`config.mk`:
```
export PLATFORM = sky130hd
export DESIGN_NAME = matrix_bus_fifo
export DESIGN_NICKNAME = d
export VERILOG_FILES = /design/src/rtl/matrix_bus_pkg.sv /design/src/rtl/fifo_store.sv /design/src/rtl/matrix_bus_fifo.sv
export SDC_FILE = /design/constraint.sdc
export NUM_CORES = 1
export LEC_CHECK = 0
export ABC_AREA = 1
export CAP_MARGIN = 10
export CORE_ASPECT_RATIO = 1.75
export CORE_MARGIN = 2
export CORE_UTILIZATION = 54
export DETAILED_ROUTE_END_ITERATION = 6
export PLACE_DENSITY_LB_ADDON = 0.3
export SLEW_MARGIN = 20
export SYNTH_ARGS = -nofsm -noshare
export SYNTH_HDL_FRONTEND = slang
export SYNTH_SLANG_ARGS = --single-unit
```
`constraint.sdc`:
```
create_clock -name Clk -period 24.8 [get_ports Clk]
set_input_delay 7.44 -clock Clk [delete_from_list [all_inputs] [get_ports Clk]]
set_output_delay 7.44 -clock Clk [all_outputs]
set_load 0.05 [all_outputs]
```
`src/rtl/matrix_bus_pkg.sv`:
```
// ---------------------------------------------------------------------------
// matrix_bus_pkg
// Shared definitions for targets on the matrix bus: bus widths, the
// address[15:12] device-select codes, the register offsets decoded from
// address[3:0], and the STATUS word bit positions used by the FIFO responder.
// ---------------------------------------------------------------------------
package matrix_bus_pkg;

    localparam int DATA_W = 256;
    localparam int ADDR_W = 16;

    // Device-select codes carried in address[15:12]
    localparam logic [3:0] SEL_MEM  = 4'h0;
    localparam logic [3:0] SEL_ALU  = 4'h1;
    localparam logic [3:0] SEL_FIFO = 4'h4;

    // Register offsets carried in address[3:0]
    typedef enum logic [3:0] {
        OFF_DATA   = 4'd0,
        OFF_STATUS = 4'd1,
        OFF_CTRL   = 4'd2
    } off_e;

    // STATUS word layout; count occupies bits [7:0]
    localparam int STS_EMPTY = 8;
    localparam int STS_FULL  = 9;
    localparam int STS_OVF   = 10;
    localparam int STS_UNF   = 11;
    localparam int STS_ERR   = 12;

    // CTRL write bits
    localparam int CTRL_CLR_ALL = 0;
    localparam int CTRL_CLR_STK = 1;

endpackage

```
`src/rtl/fifo_store.sv`:
```
// ---------------------------------------------------------------------------
// fifo_store
// DEPTH x DATA_W register array: one synchronous write port and one
// combinational read port. The array has no reset; the parent owns the
// pointers and only ever reads entries it has written.
// Ports:
//   clk_i    clock
//   we_i     write enable
//   waddr_i  write index
//   wdata_i  write data
//   raddr_i  read index
//   rdata_o  read data (combinational)
// ---------------------------------------------------------------------------
module fifo_store #(
    parameter int DEPTH  = 4,
    parameter int DATA_W = 256,
    parameter int AW     = $clog2(DEPTH)
) (
    input  logic              clk_i,
    input  logic              we_i,
    input  logic [AW-1:0]     waddr_i,
    input  logic [DATA_W-1:0] wdata_i,
    input  logic [AW-1:0]     raddr_i,
    output logic [DATA_W-1:0] rdata_o
);

    logic [DEPTH-1:0][DATA_W-1:0] mem_q;

    always_ff @(posedge clk_i) begin
        if (we_i) mem_q[waddr_i] <= wdata_i;
    end

    assign rdata_o = mem_q[raddr_i];

endmodule

```
`src/rtl/matrix_bus_fifo.sv`:
```
// ---------------------------------------------------------------------------
// matrix_bus_fifo
// Memory-mapped FIFO target on the matrix bus. Writes to DATA push a word,
// reads of DATA pop one with a single cycle of latency. STATUS reports the
// fill level and sticky error flags; CTRL clears the FIFO and/or the flags.
// Each strobe falling edge (while selected) is exactly one access.
// Ports:
//   Clk          rising-edge clock
//   Reset        synchronous active-high reset
//   ExeDataOut   write data from Execution
//   FifoDataOut  read data back to Execution, zero when not being read
//   address      bus address ([15:12] select, [3:0] offset)
//   nRead        active-low read strobe
//   nWrite       active-low write strobe
// ---------------------------------------------------------------------------
module matrix_bus_fifo
    import matrix_bus_pkg::*;
#(
    parameter int         DATA_W   = matrix_bus_pkg::DATA_W,
    parameter int         ADDR_W   = matrix_bus_pkg::ADDR_W,
    parameter int         DEPTH    = 4,
    parameter logic [3:0] BASE_SEL = SEL_FIFO
) (
    input  logic              Clk,
    input  logic              Reset,
    input  logic [DATA_W-1:0] ExeDataOut,
    output logic [DATA_W-1:0] FifoDataOut,
    input  logic [ADDR_W-1:0] address,
    input  logic              nRead,
    input  logic              nWrite
);

    localparam int AW = $clog2(DEPTH);
    localparam int CW = AW + 1;

    logic              nRead_q, nWrite_q;
    logic [AW-1:0]     wr_ptr_q, wr_ptr_d, rd_ptr_q, rd_ptr_d;
    logic [CW-1:0]     count_q, count_d;
    logic              ovf_q, ovf_d, unf_q, unf_d, err_q, err_d;
    logic [DATA_W-1:0] dout_q, dout_d;

    logic              sel, rd_go, wr_go, full, empty, we;
    logic [3:0]        off;
    logic [DATA_W-1:0] rdata, status_w;

    // Middle address bits are not decoded by this target.
    logic unused_addr;
    assign unused_addr = ^address[ADDR_W-5:4];

    assign sel   = (address[ADDR_W-1 -: 4] == BASE_SEL);
    assign off   = address[3:0];
    assign rd_go = sel & ~nRead  & nRead_q;
    assign wr_go = sel & ~nWrite & nWrite_q;
    assign full  = (count_q == CW'(DEPTH));
    assign empty = (count_q == '0);

    always_comb begin
        status_w            = '0;
        status_w[7:0]       = 8'(count_q);
        status_w[STS_EMPTY] = empty;
        status_w[STS_FULL]  = full;
        status_w[STS_OVF]   = ovf_q;
        status_w[STS_UNF]   = unf_q;
        status_w[STS_ERR]   = err_q;
    end

    fifo_store #(.DEPTH(DEPTH), .DATA_W(DATA_W), .AW(AW)) u_store (
        .clk_i   (Clk),
        .we_i    (we),
        .waddr_i (wr_ptr_q),
        .wdata_i (ExeDataOut),
        .raddr_i (rd_ptr_q),
        .rdata_o (rdata)
    );

    // Only one of push/pop/ctrl can happen per cycle because a same-cycle
    // read and write is rejected as an error, so count moves by at most 1.
    always_comb begin
        wr_ptr_d = wr_ptr_q;
        rd_ptr_d = rd_ptr_q;
        count_d  = count_q;
        ovf_d    = ovf_q;
        unf_d    = unf_q;
        err_d    = err_q;
        dout_d   = dout_q;
        we       = 1'b0;

        // Read data is held only while the read strobe stays asserted.
        if (!sel || nRead) dout_d = '0;

        if (rd_go && wr_go) begin
            err_d  = 1'b1;
            dout_d = '0;
        end else if (wr_go) begin
            case (off)
                OFF_DATA: begin
                    if (!full) begin
                        we       = ~Reset;
                        wr_ptr_d = wr_ptr_q + 1'b1;
                        count_d  = count_q + 1'b1;
                    end else begin
                        ovf_d = 1'b1;
                    end
                end
                OFF_CTRL: begin
                    if (ExeDataOut[CTRL_CLR_ALL]) begin
                        wr_ptr_d = '0;
                        rd_ptr_d = '0;
                        count_d  = '0;
                    end
                    if (ExeDataOut[CTRL_CLR_ALL] || ExeDataOut[CTRL_CLR_STK]) begin
                        ovf_d = 1'b0;
                        unf_d = 1'b0;
                        err_d = 1'b0;
                    end
                end
                default: ;
            endcase
        end else if (rd_go) begin
            case (off)
                OFF_DATA: begin
                    if (!empty) begin
                        dout_d   = rdata;
                        rd_ptr_d = rd_ptr_q + 1'b1;
                        count_d  = count_q - 1'b1;
                    end else begin
                        dout_d = '0;
                        unf_d  = 1'b1;
                    end
                end
                OFF_STATUS: dout_d = status_w;
                default:    dout_d = '0;
            endcase
        end
    end

    always_ff @(posedge Clk) begin
        if (Reset) begin
            nRead_q  <= 1'b1;
            nWrite_q <= 1'b1;
            wr_ptr_q <= '0;
            rd_ptr_q <= '0;
            count_q  <= '0;
            ovf_q    <= 1'b0;
            unf_q    <= 1'b0;
            err_q    <= 1'b0;
            dout_q   <= '0;
        end else begin
            nRead_q  <= nRead;
            nWrite_q <= nWrite;
            wr_ptr_q <= wr_ptr_d;
            rd_ptr_q <= rd_ptr_d;
            count_q  <= count_d;
            ovf_q    <= ovf_d;
            unf_q    <= unf_d;
            err_q    <= err_d;
            dout_q   <= dout_d;
        end
    end

    assign FifoDataOut = dout_q;

endmodule

```
==> results of run 1 <==
==> metrics by stage <==
| stage | total power (W) | cell area (sq um) | hold WS, ns | setup WS, ns |
|---|---|---|---|---|
| 2_1_floorplan | 0.00239 | 47400 | 0.441 | 4.66 |
| 3_3_place_gp | 0.00245 | 53500 | 0.451 | 11.13 |
| 3_5_place_dp | 0.00245 | 53500 | 0.454 | 11.14 |
| 4_1_cts | 0.00412 | 57000 | 0.464 | 11.89 |
| 5_1_grt | 0.00421 | 57100 | 0.483 | 11.58 |
| 6_report | 0.00410 | 57100 | 0.463 | 11.91 |
==> layout make-up <==
cell class	count	area share [%]
clock buffer	143	5.22
timing repair buffer	556	9.77
antenna	9	0.0395
sequential	1292	63.3
inverter	40	0.303
tap	1160	2.54
multi-input combinational	2185	17.8
clock inverter	67	1.06
==> Yosys cell counts <==
cell      instances  area (sq um)
a21oi_1         446          2230
a22oi_1          93           698
buf_1             9          33.8
buf_2            75           375
buf_4             5          37.5
clkbuf_1        164           616
clkinv_1          2          7.51
dfxtp_1         268          5370
edfxtp_1       1024         30700
ha_1             10           125
inv_1            36           135
inv_2             2          7.51
nand2_1         753          2830
nand3_1          13          65.1
nand3_2           2          20.0
nand3b_1          1          7.51
nand4_1           1          6.26
nor2_1          357          1340
nor2_2            2          12.5
nor2_4            1          11.3
nor3_1            1          5.00
nor3_4            1          16.3
o21ai_0         342          1710
o22ai_1         160          1000
xnor2_1           2          17.5
==> worst min path at each step <==
stage | endpoint | slack [ns] | depth (start not counted)
after global routing | FifoDataOut[100] | 0.48 | 2
final | FifoDataOut[148] | 0.46 | 2
after CTS | FifoDataOut[255] | 0.46 | 2
after detailed placement | FifoDataOut[255] | 0.45 | 2
after floorplan | unf_q | 0.44 | 2
after global placement | FifoDataOut[49] | 0.45 | 2
==> kinds of logic (layout without fill, tap and decap cells) <==
| kind of cell | after synthesis | count (layout) | share of synthesized area [%] |
|---|---|---|---|
| compound gates | 1041 | 1041 | 11.9 |
| xor+xnor | 2 | 2 | 0.0369 |
| fa+ha+maj | 10 | 10 | 0.264 |
| buf+inv | 293 | 806 | 2.56 |
| flops | 1292 | 1292 | 76.2 |
| other cells | 0 | 9 | 0 |
| simple gates | 1132 | 1132 | 9.09 |
==> cell usage in the layout, fill, tap and decap left out <==
master	netlist	layout
nor2_1	357	352
bufinv_16	0	7
nand2_1	753	753
edfxtp_1	1024	1024
clkinv_8	0	2
inv_6	0	4
inv_2	2	2
nand4_1	1	1
buf_6	0	1
nand3_1	13	13
inv_16	0	1
o21ai_0	342	342
o22ai_1	160	160
dfxtp_1	268	266
ha_1	10	10
buf_4	5	25
clkinv_16	0	1
clkinv_2	0	28
a22oi_1	93	93
xnor2_1	2	2
inv_1	36	34
clkinvlp_4	0	11
clkbuf_16	0	112
clkbuf_8	0	6
nor2_4	1	6
nor2_2	2	2
a21oi_1	446	446
dfxtp_4	0	2
diode_2	0	9
buf_12	0	7
nor3_4	1	1
nand3b_1	1	1
nand3_2	2	2
clkdlybuf4s50_1	0	523
clkinv_4	0	1
clkbuf_1	164	25
inv_8	0	3
clkinv_1	2	13
nor3_1	1	1
==> state kept, by name (all words and copies together) (netlist names) <==
name	cells
u_store.mem_q	1024
wr_ptr_q	2
unf_q	1
FifoDataOut	256
count_q	3
nRead_q	1
err_q	1
rd_ptr_q	2
nWrite_q	1
ovf_q	1
==> layer usage <==
layer / vias to the layer above / part of all wire (%) / global-route usage (%)
met2: 1174 / 50 / 43.1
met4: 34 / 2.5 / 9.52
met1: 15500 / 39 / 31.0
li1: 14400 / - / -
met5: - / 0.21 / 0
met3: 187 / 9.0 / 6.57
==> worst max-delay path, stage by stage <==
cell,delay (ns)
clkdlybuf4s50_1,0.45
inv_1,0.06
nand2_1,0.07
nor2_2,0.10
nand2_1,0.26
clkinv_1,0.31
ha_1,0.31
nor2_1,0.40
nand4_1,0.50
nor2_4,0.20
buf_4,0.56
buf_4,0.73
buf_4,0.93
buf_4,0.77
==> power groups by stage <==
stage / registers (W) / logic (W) / clock network, W
floorplan: 0.00238 / 0.0000102 / 0
global placement: 0.00238 / 0.0000709 / 0
detailed placement: 0.00238 / 0.0000734 / 0
CTS: 0.00233 / 0.0000737 / 0.00172
global route: 0.00233 / 0.0000788 / 0.00180
finish: 0.00233 / 0.0000738 / 0.00169
==> flow_metrics.py, run 1 <==
metrics = {
    "run_status": {
        "status": "finished clean",
    },
    "synthesis": {
        "synth_seq_area_share_pct": 76.2,
        "synthCells": 3770,
        "ys_ff_latch": 1292,
        "yosysUniqueCellTypes": 25,
        "netlist_area_sq_um": 47400,
        "ys_warn_count": 0,
        "syn_area_per_cell_sq_um": 12.6,
        "synth_nets": 4056,
    },
    "floorplanning": {
        "die_area_sq_um": 90300,
        "start_util_pct": 54.5,
        "num_io_pins": 532,
        "design.core.area_sq_um": 87000,
        "die_w_um": 228,
        "rows": 143,
        "die_y_um": 396,
    },
    "timing": {
        "max_freq_mhz": 77.6,
        "maxSlewViolCount": 0,
        "tightest_slew_ns": 1.15,
        "period_share_pct": 52.0,
        "hold_viol": 0,
        "finClkSkew_ns": 0.0179,
        "setup_tns_ns": 0,
        "fin_crit_ns": 12.89,
        "setup_viol": 0,
        "rsz0062_at_grt": "false",
        "slew_headroom_pct": 23.2,
    },
    "placement": {
        "place_congestion": 0.816,
        "dpl.hpwl_um": 61300,
        "dpl.cell_count": 5233,
        "port_buffers": 523,
    },
    "cts": {
        "clkTransAtPathRegs_ns": 0.06,
        "cts_hold_buffers": 0,
        "cts_buffers": 110,
        "clock-sinks": 1292,
        "cts_htree_levels": 3,
        "clockBufferDepth": 3,
        "postCtsSetupRepairBufs": 0,
        "cts.repair.resized": 0,
        "insertion_delay_ns": 0.72,
        "cts_tree": "built",
        "ctsRootBufferMaster": "clkbuf_16",
    },
    "worst_setup_path": {
        "crit_end": "u_store.mem_q[892]",
        "regToRegSetupSlack_ns": 18.88,
        "critical_path.startpoint": "address[12]",
        "rr_startpoint": "nWrite_q",
        "ff2ff_path_depth": 12,
        "r2r_end": "u_store.mem_q[892]",
        "cp_max_fo": 64,
        "critical_path_class": "input pin to register",
        "critPathLaunchType": "input pin",
        "worstSetupEndpointType": "register",
        "required_ns": 25.14,
        "worstPathArrival_ns": 13.24,
    },
    "detailed_routing": {
        "drtIter0Drc": 2493,
        "via_per_inst": 5.74,
        "num_vias": 31300,
        "drtAntennaViolNets": 0,
        "drc": 0,
        "wl_per_cell_um": 21.3,
        "drt_first_pass_iters": 5,
        "wl_um": 116000,
    },
    "final_layout": {
        "seq_area_sq_um": 36100,
        "multiInputGateArea_sq_um": 10100,
        "fin_nets": 4471,
        "instances_no_fill": 5452,
        "final_layout_size_suffix_gt1_share_pct": 5.23,
        "nFillCells": 6360,
        "fin_util_pct": 65.6,
        "area_growth_syn_to_layout_pct": 20.3,
    },
    "power_and_ir_drop": {
        "combPwrFrac_pct": 1.8,
        "p_int_w": 0.00330,
        "swShare_pct": 19.5,
        "power_density_nw_per_um2": 71.9,
        "ir_worst_vdd_mv": 0.0725,
        "clkPwrFrac_pct": 41.3,
        "p_leak_nw": 18.3,
        "switchingPower_w": 0.000802,
        "p_seq_share_pct": 56.9,
    },
    "global_routing": {
        "grt_max_degree": 230,
        "grt_pass1_wl_um": 176000,
        "grt_overflow": 0,
        "track_usage_pct": 25.3,
        "grt_pass1_vias": 31100,
        "grt_antenna_before_repair": 24,
    },
    "min_path": {
        "hp-start": "FifoDataOut[148]",
        "hold_class": "register to register",
    },
    "job": {
        "cap_violations": 0,
    },
}
Power figures use the tool's default switching activity.
==> inputs of run 2 (changes only) <==
==> constraint.sdc (replaced) <==
create_clock -name Clk -period 11.95 [get_ports Clk]
set_input_delay 3.585 -clock Clk [delete_from_list [all_inputs] [get_ports Clk]]
set_output_delay 3.585 -clock Clk [all_outputs]
set_load 0.05 [all_outputs]
==> flow_metrics.py, run 2 (synthesis results as in run 1) <==
metrics = {
    "timing": {
        "rsz0062_at_grt": "false",
        "setup_tns_ns": 0,
        "max_freq_mhz": 130,
        "hold_viol": 0,
        "slew_headroom_pct": 23.2,
        "maxSlewViolCount": 0,
        "period_share_pct": 64.2,
        "finClkSkew_ns": 0.0505,
        "fin_crit_ns": 7.67,
        "tightest_slew_ns": 1.15,
        "setup_viol": 0,
    },
    "worst_setup_path": {
        "critical_path_class": "input pin to register",
        "cp_max_fo": 63,
        "cp_cell_sequence": "clkdlybuf4s50_1 -> inv_1 -> nand2_1 -> inv_1 -> nand2_1 -> clkinv_1 -> ha_1 -> nor2_1 -> nand4_1 -> nor2_4 -> buf_4 -> buf_4",
        "ff2ff_path_depth": 10,
        "worst-path-stages": 12,
        "required_ns": 12.27,
        "path_delay_family": "buffers and inverters",
        "critPathLaunchType": "input pin",
        "critical_path.startpoint": "nWrite",
        "path_buf_inv": 6,
        "cp_slowest_cell": "buf_4",
        "cpPeakStageDelay_ns": 0.91,
        "worstPathArrival_ns": 7.99,
        "worstSetupEndpointType": "register",
        "rr_startpoint": "nWrite_q",
    },
    "cts": {
        "cts_hold_buffers": 0,
        "clkTransAtPathRegs_ns": 0.06,
        "cts_htree_levels": 3,
        "cts_tree": "built",
        "cts.repair.resized": 0,
        "cts_buffers": 108,
        "clockBufferDepth": 3,
        "clock-sinks": 1292,
        "postCtsSetupRepairBufs": 0,
        "ctsRootBufferMaster": "clkbuf_16",
        "insertion_delay_ns": 0.72,
    },
    "final_layout": {
        "seq_area_sq_um": 36100,
        "final_cell_mix": "edfxtp_1 (1024), nand2_1 (753), clkdlybuf4s50_1 (523)",
        "fin_nets": 4472,
        "multiInputGateArea_sq_um": 10100,
        "instances_no_fill": 5450,
        "largest_reg_flops": 1024,
        "nFillCells": 6331,
        "mostFrequentLayoutCell": "edfxtp_1",
        "area_growth_syn_to_layout_pct": 20.7,
        "fin_util_pct": 65.8,
        "final_layout_size_suffix_gt1_share_pct": 5.35,
        "largest-register": "u_store.mem_q",
    },
    "detailed_routing": {
        "via_per_inst": 5.71,
        "drc": 0,
        "drtAntennaViolNets": 0,
        "drtIter0Drc": 2360,
        "drt_first_pass_iters": 5,
        "wl_per_cell_um": 21.4,
        "wl_um": 116000,
        "num_vias": 31100,
    },
    "power_and_ir_drop": {
        "ir_worst_vdd_mv": 0.163,
        "clkPwrFrac_pct": 42.2,
        "p_seq_share_pct": 56.1,
        "swShare_pct": 19.5,
        "switchingPower_w": 0.00168,
        "p_int_w": 0.00695,
        "total_power_w": 0.00863,
        "p_leak_nw": 18.4,
        "power_density_nw_per_um2": 151,
        "combPwrFrac_pct": 1.8,
    },
    "floorplanning": {
        "rows": 143,
        "die_y_um": 396,
        "start_util_pct": 54.5,
        "design.core.area_sq_um": 87000,
        "die_area_sq_um": 90300,
        "num_io_pins": 532,
        "die_w_um": 228,
    },
    "global_routing": {
        "track_usage_pct": 25.1,
        "grt_pass1_wl_um": 176000,
        "grt_max_degree": 233,
        "grt_antenna_before_repair": 27,
        "grt_overflow": 0,
        "grt_pass1_vias": 30500,
    },
    "min_path": {
        "hp-start": "FifoDataOut[137]",
        "hold_class": "register to register",
        "hold_depth": 2,
    },
    "placement": {
        "place_congestion": 0.801,
        "dpl.hpwl_um": 62300,
        "port_buffers": 523,
        "dpl.cell_count": 5236,
    },
    "run_status": {
        "status": "finished clean",
    },
    "job": {
        "cap_violations": 0,
    },
}
[run 2: changes by cell type in the layout (fill, tap and decap cells not counted), sizes merged]
cell / previous run / this run
clkbuf: 143 / 136
bufinv: 7 / 13
clkinv: 45 / 49
clkinvlp: 11 / 7
inv: 44 / 40
buf: 33 / 36
[run 2: per-layer routing]
metal  track usage (%)  vias to the layer above  wire [um]
li1                  -                    14400          -
met1              31.8                    15300      45400
met2              42.2                     1190      57400
met3              6.58                      212      10200
met4              8.70                       38       3150
met5                 0                        -        260
[run 2: metrics by stage]
step	worst slack (ns)	cell area [sq um]	hold WS, ns
floorplan	-4.33	47400	0.441
global placement	3.54	53500	0.450
detailed placement	3.50	53500	0.454
CTS	4.26	57200	0.464
global route	3.96	57200	0.481
finish	4.28	57200	0.462
[run 2: worst min-delay path, cell delays in order (launching register included)]
cell	delay [ns]
dfxtp_1	0.31
nand2_1	0.06
a21oi_1	0.05
[run 2: final timing paths]
| kind | to | slack (ns) |
|---|---|---|
| worst min register to register | FifoDataOut[137] | 0.46 |
| worst max-delay path | u_store.mem_q[448] | 4.28 |
| worst max register to register | u_store.mem_q[448] | 7.42 |
| worst min-delay path | FifoDataOut[137] | 0.46 |
[run 2: final cells by class]
class,count,area share (%)
Antenna cell,9,0.0394
Clock buffer,136,5.08
Clock inverter,69,1.46
Inverter,40,0.302
Multi-Input combinational cell,2185,17.7
Sequential cell,1292,63.1
Tap cell,1160,2.54
Timing Repair Buffer,559,9.75
[run 2: power by group through the flow]
| stage | registers (W) | logic, W | clock network [W] |
|---|---|---|---|
| 2_1_floorplan | 0.00494 | 0.0000211 | 0 |
| 3_3_place_gp | 0.00494 | 0.000148 | 0 |
| 3_5_place_dp | 0.00494 | 0.000153 | 0 |
| 4_1_cts | 0.00484 | 0.000154 | 0.00370 |
| 5_1_grt | 0.00484 | 0.000164 | 0.00387 |
| 6_report | 0.00484 | 0.000153 | 0.00364 |
